`config.mk`:
```
export PLATFORM = sky130hd
export DESIGN_NAME = sr_bank_driver
export DESIGN_NICKNAME = d
export VERILOG_FILES = /design/src/rtl/sr_bank_driver.sv
export SDC_FILE = /design/constraint.sdc
export NUM_CORES = 1
export LEC_CHECK = 0
export ABC_AREA = 1
export CORE_MARGIN = 2
export CORE_UTILIZATION = 45
export CTS_CLUSTER_SIZE = 30
export DETAILED_ROUTE_END_ITERATION = 10
export GPL_TIMING_DRIVEN = 0
export PLACE_DENSITY = 0.74
export SYNTH_ARGS = -nofsm -noshare
export SYNTH_HDL_FRONTEND = slang
export SYNTH_SLANG_ARGS = --single-unit
export TNS_END_PERCENT = 1
```
`constraint.sdc`:
```
create_clock -name clk -period 1.9 [get_ports clk]
set_input_delay 0.475 -clock clk [delete_from_list [all_inputs] [get_ports clk]]
set_output_delay 0.475 -clock clk [all_outputs]
set_load 0.05 [all_outputs]
```
`src/rtl/sr_bank_driver.sv`:
```
// Write-side controller for a bank of clocked SR flops: encodes S/R from the
// target word and Q feedback, pulses them for one cycle, then verifies Q.
module sr_bank_driver #(
  parameter int WIDTH         = 8,
  parameter int SETTLE_CYCLES = 1
) (
  input  logic             clk,
  input  logic             rst_n,
  input  logic             tgt_valid,
  input  logic [WIDTH-1:0] tgt_data,
  input  logic             tgt_force,
  output logic             tgt_ready,
  output logic [WIDTH-1:0] s_out,
  output logic [WIDTH-1:0] r_out,
  input  logic [WIDTH-1:0] q_fb,
  output logic             busy,
  output logic             done,
  output logic             err,
  output logic [WIDTH-1:0] err_mask
);

  typedef enum logic [1:0] {IDLE, DRIVE, SETTLE, CHECK} state_e;

  state_e           state_q, state_d;
  logic [WIDTH-1:0] tgt_q, tgt_d;
  logic [WIDTH-1:0] s_q, s_d;
  logic [WIDTH-1:0] r_q, r_d;
  logic [WIDTH-1:0] mask_q, mask_d;
  logic [7:0]       cnt_q, cnt_d;
  logic             ready_q, ready_d;
  logic             done_q, done_d;
  logic             err_q, err_d;

  // NOTE: every signal gets a default before the case so no path infers a latch.
  always_comb begin
    state_d = state_q;
    tgt_d   = tgt_q;
    s_d     = s_q;
    r_d     = r_q;
    mask_d  = mask_q;
    cnt_d   = cnt_q;
    done_d  = 1'b0;
    err_d   = 1'b0;

    unique case (state_q)
      IDLE: begin
        if (tgt_valid && ready_q) begin
          tgt_d = tgt_data;
          // Forced writes excite every bit; otherwise matching bits are held.
          if (tgt_force) begin
            s_d = tgt_data;
            r_d = ~tgt_data;
          end else begin
            s_d = tgt_data & ~q_fb;
            r_d = ~tgt_data & q_fb;
          end
          mask_d  = '0;
          state_d = DRIVE;
        end
      end
      DRIVE: begin
        s_d     = '0;
        r_d     = '0;
        cnt_d   = 8'(SETTLE_CYCLES - 1);
        state_d = SETTLE;
      end
      SETTLE: begin
        if (cnt_q == 8'd0) state_d = CHECK;
        else               cnt_d   = cnt_q - 8'd1;
      end
      CHECK: begin
        mask_d  = q_fb ^ tgt_q;
        err_d   = |(q_fb ^ tgt_q);
        done_d  = 1'b1;
        state_d = IDLE;
      end
      default: state_d = IDLE;
    endcase

    ready_d = (state_d == IDLE);
  end

  // NOTE: state registers use non-blocking assignments so all flops update together.
  always_ff @(posedge clk or negedge rst_n) begin
    if (!rst_n) begin
      state_q <= IDLE;
      tgt_q   <= '0;
      s_q     <= '0;
      r_q     <= '0;
      mask_q  <= '0;
      cnt_q   <= '0;
      ready_q <= 1'b0;
      done_q  <= 1'b0;
      err_q   <= 1'b0;
    end else begin
      state_q <= state_d;
      tgt_q   <= tgt_d;
      s_q     <= s_d;
      r_q     <= r_d;
      mask_q  <= mask_d;
      cnt_q   <= cnt_d;
      ready_q <= ready_d;
      done_q  <= done_d;
      err_q   <= err_d;
    end
  end

  assign tgt_ready = ready_q;
  assign s_out     = s_q;
  assign r_out     = r_q;
  assign busy      = (state_q != IDLE);
  assign done      = done_q;
  assign err       = err_q;
  assign err_mask  = mask_q;

endmodule

```
Word-level counts from Yosys, hierarchy flattened. Index checks and enable logic that the tools add are counted.

Multiplexer cells: 15. Add/subtract/negate cells: 1. Equality and inequality tests: 5. Bitwise logic cells: 5. Reduce and logical (&&, ||, !) cells: 13.

Operators by type and width (count): $pmux 8 s2 (4); $mux 8 (6); $and 8x8->8 (2); $not 8->8 (2); $logic_not 8->1 (1); $pmux 2 s4 (1); $reduce_and 2->1 (4); $reduce_bool 2->1 (4); $reduce_or 8->1 (1); $sub 8x1->8 const B (1); $xor 8x8->8 (1); $eq 2x2->1 const B (2); $logic_not 2->1 (2); $mux 2 (2); $ne 2x2->1 const B (2); $eq 2x1->1 const B (1); $mux 1 (2); $logic_and 1x1->1 (1).

Input bits: 20. Register bits after elaboration: 45.

Longest topological paths before layout. Gate-level depths: netlist of run 1.

Depth after elaboration: 5. Depth in mapped cells: 9.

Worst setup path before layout of run 1. Ideal clock, no wire load.

Kind: register to register. Start point: register state_q[0]. End point: register mask_q[7] (netlist: err_mask[7]). Path slack: 0.402 ns. Required time: 1.833 ns. Buffers on the path: 0. Arrival: 1.432 ns. Cell stages (with the launch flop): 8. Cells stage by stage: dfrtp_1 -> inv_1 -> ha_1 -> inv_2 -> nand2_2 -> nand2_1 -> nand4_1 -> nand2_1.

Longest elaborated chain between the ends: 3. Elaborated cells between the ends (all ways): 6.

RTL lines: start: declaration (RTL line 24) `state_e state_q, state_d;`; start signal: assignment (RTL line 96) `state_q <= state_d;`; $eq 2x2->1 / $logic_not 2->1 (equally long branches) (RTL line 45) `unique case (state_q)`; $reduce_bool 2->1 (no source line) / $ne 2x2->1 (equally long branches); $reduce_and 2->1 (no source line); end signal: assignment (RTL line 100) `mask_q <= mask_d;`; end: declaration (RTL line 28) `logic [WIDTH-1:0] mask_q, mask_d;`.

Several ways; a longest one is shown, not always the timed one. A chain may end at the register's enable or synchronous reset.

Final worst setup path of run 1.
Start point: register state_q[0]. End point: output busy.

Longest elaborated chain between the ends: 1.

RTL lines: $reduce_bool 2->1 (RTL line 111) `assign busy = (state_q != IDLE);`; end: declaration (RTL line 16) `output logic busy,`.

No other way between the ends.

==> results of run 1 <==
-- worst reg2reg max path, cell delays in order (launching register included) --
cell     delay, ns
dfrtp_1       0.39
inv_1         0.10
ha_1          0.25
inv_1         0.09
nor2_2        0.18
nand2_4       0.11
nand2_4       0.11
nand2_2       0.06
nand2_1       0.07
nand2_1       0.04
-- final timing paths --
check                           start        to  slack (ns)  cells after the start
setup reg to reg             cnt_q[0]  cnt_q[4]        0.40                      9
hold reg to reg              cnt_q[0]  cnt_q[0]        0.49                      1
hold / removal                  rst_n  r_out[5]        0.06                      1
min in group clk             cnt_q[0]  cnt_q[0]        0.49                      1
setup / recovery           state_q[0]      busy        0.08                      4
max in group asynchronous       rst_n  tgt_q[2]        1.35                      2
-- power by group through the flow --
stage | Sequential [mW] | Combinational, mW | Clock [mW]
5_1_grt | 1.73 | 3.35 | 0.644
6_report | 1.67 | 3.04 | 0.583
3_3_place_gp | 1.69 | 3.19 | 0
4_1_cts | 1.67 | 3.06 | 0.607
2_1_floorplan | 2.63 | 1.34 | 0
3_5_place_dp | 1.70 | 3.24 | 0
-- cell families (layout without fill, tap and decap cells) --
kind of cell / count (synthesis) / after routing / share of synthesized area [%]
compound gates: 45 / 45 / 10.1
simple gates: 133 / 133 / 26.8
xor+xnor: 7 / 7 / 2.68
buf+inv: 43 / 99 / 8.43
fa+ha+maj: 5 / 5 / 2.74
flops: 45 / 45 / 49.3
-- cell type report --
class | count | area, sq um
Fill cell | 442 | 1900
Sequential cell | 45 | 1130
Multi-Input combinational cell | 190 | 968
Timing Repair Buffer | 48 | 457
Inverter | 33 | 124
Tap cell | 67 | 83.8
Clock buffer | 5 | 68.8
Buffer | 10 | 68.8
Clock inverter | 3 | 22.5
-- registers in the layout, indices dropped and copies added, names as in the netlist --
register and cells:
state_q 2, tgt_ready 1, cnt_q 8, tgt_q 8
err_mask 8, s_out 8, done 1, r_out 8
err 1
-- what timing repair did --
item,in CTS,in global routing
gates cloned,0,0
setup buffers,0,0
setup endpoints to repair,26,3
gates resized for setup,31,3
-- layout by cell type, fill, tap and decap left out --
| cell type | instances |
|---|---|
| nand2_2 | 4 |
| nor2_2 | 1 |
| inv_1 | 32 |
| o21a_1 | 1 |
| inv_2 | 1 |
| clkinv_4 | 2 |
| a21boi_0 | 1 |
| clkdlybuf4s50_1 | 18 |
| ha_2 | 1 |
| buf_2 | 5 |
| dlymetal6s2s_1 | 2 |
| o21ai_0 | 27 |
| dlygate4sd2_1 | 25 |
| ha_1 | 4 |
| xnor2_1 | 7 |
| a21oi_1 | 16 |
| nor2_1 | 46 |
| nand3_1 | 18 |
| nand2_1 | 47 |
| nand2_4 | 3 |
| buf_6 | 2 |
| nand4_1 | 6 |
| nand3_4 | 1 |
| clkinv_2 | 1 |
| buf_12 | 1 |
| dfrtp_1 | 45 |
| nand3b_1 | 7 |
| clkbuf_8 | 5 |
| buf_4 | 4 |
| clkbuf_1 | 1 |
-- per-stage QoR --
stage | total power, mW | instances | hold slack, ns | util [%] | setup TNS, ns
2_1_floorplan | 3.98 | 278 | 0.179 | - | 0
3_3_place_gp | 4.88 | 392 | 0.479 | 58.9 | -37.20
3_5_place_dp | 4.93 | 393 | 0.395 | 59.2 | -0.245
4_1_cts | 5.34 | 401 | 0.0611 | 60.4 | 0
5_1_grt | 5.72 | 401 | 0.0786 | 60.6 | 0
6_report | 5.30 | 401 | 0.0639 | 60.6 | 0
-- metal layers --
| metal | vias up | part of all wire [%] | track usage [%] |
|---|---|---|---|
| met3 | 7 | 2.9 | 2.81 |
| met4 | 0 | 1.4 | 5.85 |
| met1 | 886 | 50 | 27.9 |
| li1 | 997 | - | - |
| met2 | 39 | 46 | 26.9 |
| met5 | - | 0 | 0 |
==> results_dict.tcl, run 1 <==
set metrics [dict create \
    status "complete, no violations" \
    hold_viol 0 \
    synth_area_leaders "dfrtp_1 49%, nand2_1 7.7%, nor2_1 7.6%" \
    yosysWarnings 0 \
    antenna_found_initial 0 \
    cts-buffers-inserted 5 \
    synthDistinctLibCells 22 \
    async_reset_ff_share_pct 100 \
    synth_most_common_cell "nand2_1" \
    clk_pin_slew_worst_paths_ns 0.09 \
    worst_slack_ns 0.0817 \
    worst-path-max-fanout 4 \
    post-route-drc-count 0 \
    rsz0062_at_grt "no" \
    grt_max_degree 33 \
    dp_hpwl_um 3600 \
    drtAntennaViolNets 0 \
    grt_pass1_wl_um 7880 \
    crit_buf_inv 3 \
    synthFlopType "dfrtp_1" \
    p_sw_mw 2.69 \
    power_density_nw_per_um2 1820 \
    yosys.area.top_type "dfrtp_1" \
    min_period_ns 1.82 \
    portBuffers 47 \
    routabilityCongestion 0.832 \
    cts_buffer_depth 2 \
    dr.pass1.iters 4 \
    syn-cell-area_sq_um 2280 \
    synthTopCellsByCount "47 x nand2_1, 46 x nor2_1, 45 x dfrtp_1" \
    comb_power_share_pct 57.4 \
    insertion_delay_ns 0.30 \
    diodes 0 \
    timing.slew.headroom_pct 66.6 \
    synth_nets 303 \
    p_clk_share_pct 11.0 \
    worstMarginPinSlew_ns 0.500 \
    gr-total-overflow 0 \
    fin_area_sq_um 2920 \
    cts_root_buf "clkbuf_8" \
    htreeDepth 2 \
    core_area_sq_um 4820 \
    post-route-period-util_pct 95.7 \
    syn_inst 278 \
    dieWidth_um 75.3 \
    nNetsFinal 358 \
    hold_class "input port to async pin" \
    ys_seq_area_share_pct 49.3 \
    cts-hold-fix-buffers 0 \
    vias 1929 \
    p_leak_nw 1.53 \
    initial_utilization_pct 47.4 \
    synth_seq_cells 45 \
    startpoint_type "register" \
    p_seq_share_pct 31.6 \
    crit_path_max_incr_delay_ns 0.41 \
    drt_iter0_markers 138 \
    p_int_mw 2.61 \
    die_h_um 75.3 \
    wl_per_cell_um 11.8 \
    path_cells "inv_1, ha_2, inv_2, buf_4" \
    pin_count 48 \
    cap_violations 0 \
    required_ns 1.42 \
    grt_use_total_pct 18.3 \
    die_area_sq_um 5660 \
    finalSetupViolCount 0 \
    synth_top_area_share_pct 49.3 \
    ir_drop_mv 0.902 \
    skew_ns 0.00963 \
    std_cell_rows 25 \
    fmax_mhz 550 \
    arrival_ns 1.34 \
    crit_path_end_kind "output pin" \
    place_ws_ns -0.245 \
    syn_area_per_cell_sq_um 8.22 \
    viasPerCell 4.81 \
    finalMaxSlewViolations 0 \
    grt_pass1_vias 1723 \
    path_class "register to output pin" \
    synth-edff-count 0 \
    wirelength_um 4710 \
    cp_top_family "flip-flops" \
    cp_slowest_cell "dfrtp_1" \
    cts_num_sinks 45 \
    postPlaceCellArea_sq_um 2850 \
    syn2layout_area_growth_pct 27.8 \
    tritoncts "done" \
    p_sw_share_pct 50.8 \
    drive_gt1_share_pct 9.28 \
]
Note: power is estimated with default switching activity, not from simulation.
==> inputs of run 2 (changes only) <==
CAP_MARGIN = 20   (was not set)
clock period = 1.85 ns   (was 1.9 ns; I/O delays follow)
==> run 2 against run 1 <==
Sequential share of layout area about the same. Clock skew about the same. Routed wire length up 0.32%. Via count down 0.47%. Final cell count unchanged. Count of clock-buffer cells in the layout unchanged. Sequential cell count unchanged. Critical path depth unchanged. Die area unchanged. Clock power up 2%. Power up 3.1%. Critical endpoint unchanged. Largest power group unchanged.
==> results_dict.tcl, run 2 (synthesized netlist as in run 1, its figures left out) <==
set metrics [dict create \
    status "complete, no violations" \
    worst-path-max-fanout 4 \
    p_clk_share_pct 10.9 \
    antenna_found_initial 0 \
    cts_resized 34 \
    grt_pass1_vias 1723 \
    rsz0062_at_grt "no" \
    min_period_ns 1.76 \
    initial_utilization_pct 47.4 \
    ir_drop_mv 0.952 \
    cts_num_sinks 45 \
    cap_violations 0 \
    p_leak_nw 1.51 \
    htreeDepth 2 \
    cts-buffers-inserted 5 \
    arrival_ns 1.30 \
    nNetsFinal 358 \
    wirelength_um 4730 \
    r2r_slack_ns 0.36 \
    comb_power_share_pct 57.6 \
    power_density_nw_per_um2 1870 \
    dr.pass1.iters 5 \
    most-common-layout-cells "47 x nand2_1, 46 x nor2_1, 45 x dfrtp_1, 32 x inv_1" \
    vias 1920 \
    cts-hold-fix-buffers 0 \
    gr-total-overflow 0 \
    crit_path_end_kind "output pin" \
    post-route-period-util_pct 95.3 \
    p_sw_mw 2.77 \
    p_sw_share_pct 50.8 \
    timing.slew.headroom_pct 67.1 \
    p_seq_share_pct 31.5 \
    path_class "register to output pin" \
    hold_class "input port to async pin" \
    core_area_sq_um 4820 \
    skew_ns 0.00992 \
    insertion_delay_ns 0.30 \
    r2r_cells 9 \
    die_area_sq_um 5660 \
    die_h_um 75.3 \
    worst_slack_ns 0.0871 \
    post-route-drc-count 0 \
    mostFrequentLayoutCell "nand2_1" \
    place_ws_ns -0.283 \
    drtAntennaViolNets 0 \
    hold_viol 0 \
    drive_gt1_share_pct 9.28 \
    finalSetupTns_ns 0 \
    dieWidth_um 75.3 \
    finalSetupViolCount 0 \
    fillCellCount 446 \
    startpoint "state_q[0]" \
    required_ns 1.39 \
    timing.rr.start "cnt_q[0]" \
    wl_per_cell_um 11.8 \
    r2r-end "cnt_q[4]" \
    dp_hpwl_um 3600 \
    routabilityCongestion 0.832 \
    grt_use_total_pct 18.3 \
    fin_cells 401 \
    startpoint_type "register" \
    drt_iter0_markers 156 \
    cts_setup_buffers 0 \
    viasPerCell 4.79 \
    pin_count 48 \
    grt_pass1_wl_um 7880 \
    diodes 0 \
    place_inst 393 \
    finalMaxSlewViolations 0 \
    cts_buffer_depth 2 \
    cts_root_buf "clkbuf_8" \
    portBuffers 47 \
    endpoint "busy" \
    clk_pin_slew_worst_paths_ns 0.09 \
    total_power_mw 5.46 \
    grt_max_degree 33 \
    worstMarginPinSlew_ns 0.495 \
    tritoncts "done" \
    p_int_mw 2.69 \
    syn2layout_area_growth_pct 27.9 \
    fmax_mhz 567 \
    std_cell_rows 25 \
]
-- run 2: cell count changes in the layout (fill, tap and decap cells not counted), sizes merged --
| cell | change |
|---|---|
| dlygate4sd2 | +2 |
| dlymetal6s2s | -2 |
-- run 2: final cells by class --
cell class              instances  area (sq um)  share of cell area, %
repair buffers                 48           449                   15.4
multi-input cells             190           978                   33.5
plain buffers                  10          68.8                   2.36
inverters                      33           124                   4.24
clock buffers                   5          68.8                   2.36
clock inverters                 3          22.5                  0.771
well taps                      67          83.8                   2.87
flip-flops and latches         45          1130                   38.5
-- run 2: through the flow --
| step | hold WS, ns | area (sq um) | utilization, % |
|---|---|---|---|
| finish | 0.0537 | 2920 | 60.6 |
| detailed placement | 0.383 | 2850 | 59.2 |
| global placement | 0.479 | 2840 | 58.9 |
| CTS | 0.0486 | 2910 | 60.4 |
| global route | 0.0684 | 2920 | 60.6 |
| floorplan | 0.167 | 2280 | - |
-- run 2: worst max-delay path, cell delays in order, from the launching register on --
cell and delay (ns):
dfrtp_1 0.41, inv_1 0.16, ha_4 0.19, inv_2 0.07, buf_4 0.19
-- run 2: power groups by stage --
stage | Clock [mW] | Combinational [mW] | Sequential, mW
after floorplan | 0 | 1.38 | 2.70
after CTS | 0.623 | 3.14 | 1.72
after global routing | 0.656 | 3.46 | 1.77
after global placement | 0 | 3.28 | 1.74
after detailed placement | 0 | 3.32 | 1.74
final | 0.596 | 3.15 | 1.72
-- run 2: per-layer routing --
metal	wire [um]	up-vias	global-route usage (%)	part of all wire, %
li1	-	1000	-	-
met1	2350	873	27.9	50
met2	2180	43	26.9	46
met3	148	4	2.81	3.1
met4	46	0	5.85	0.97
met5	0	-	0	0
-- run 2: worst min-delay path by stage --
stage	endpoint	start
final	r_out[5]	rst_n
after global routing	s_out[3]	rst_n
after CTS	s_out[3]	rst_n
after detailed placement	r_out[0]	rst_n
after global placement	cnt_q[0]	cnt_q[0]
after floorplan	cnt_q[0]	rst_n
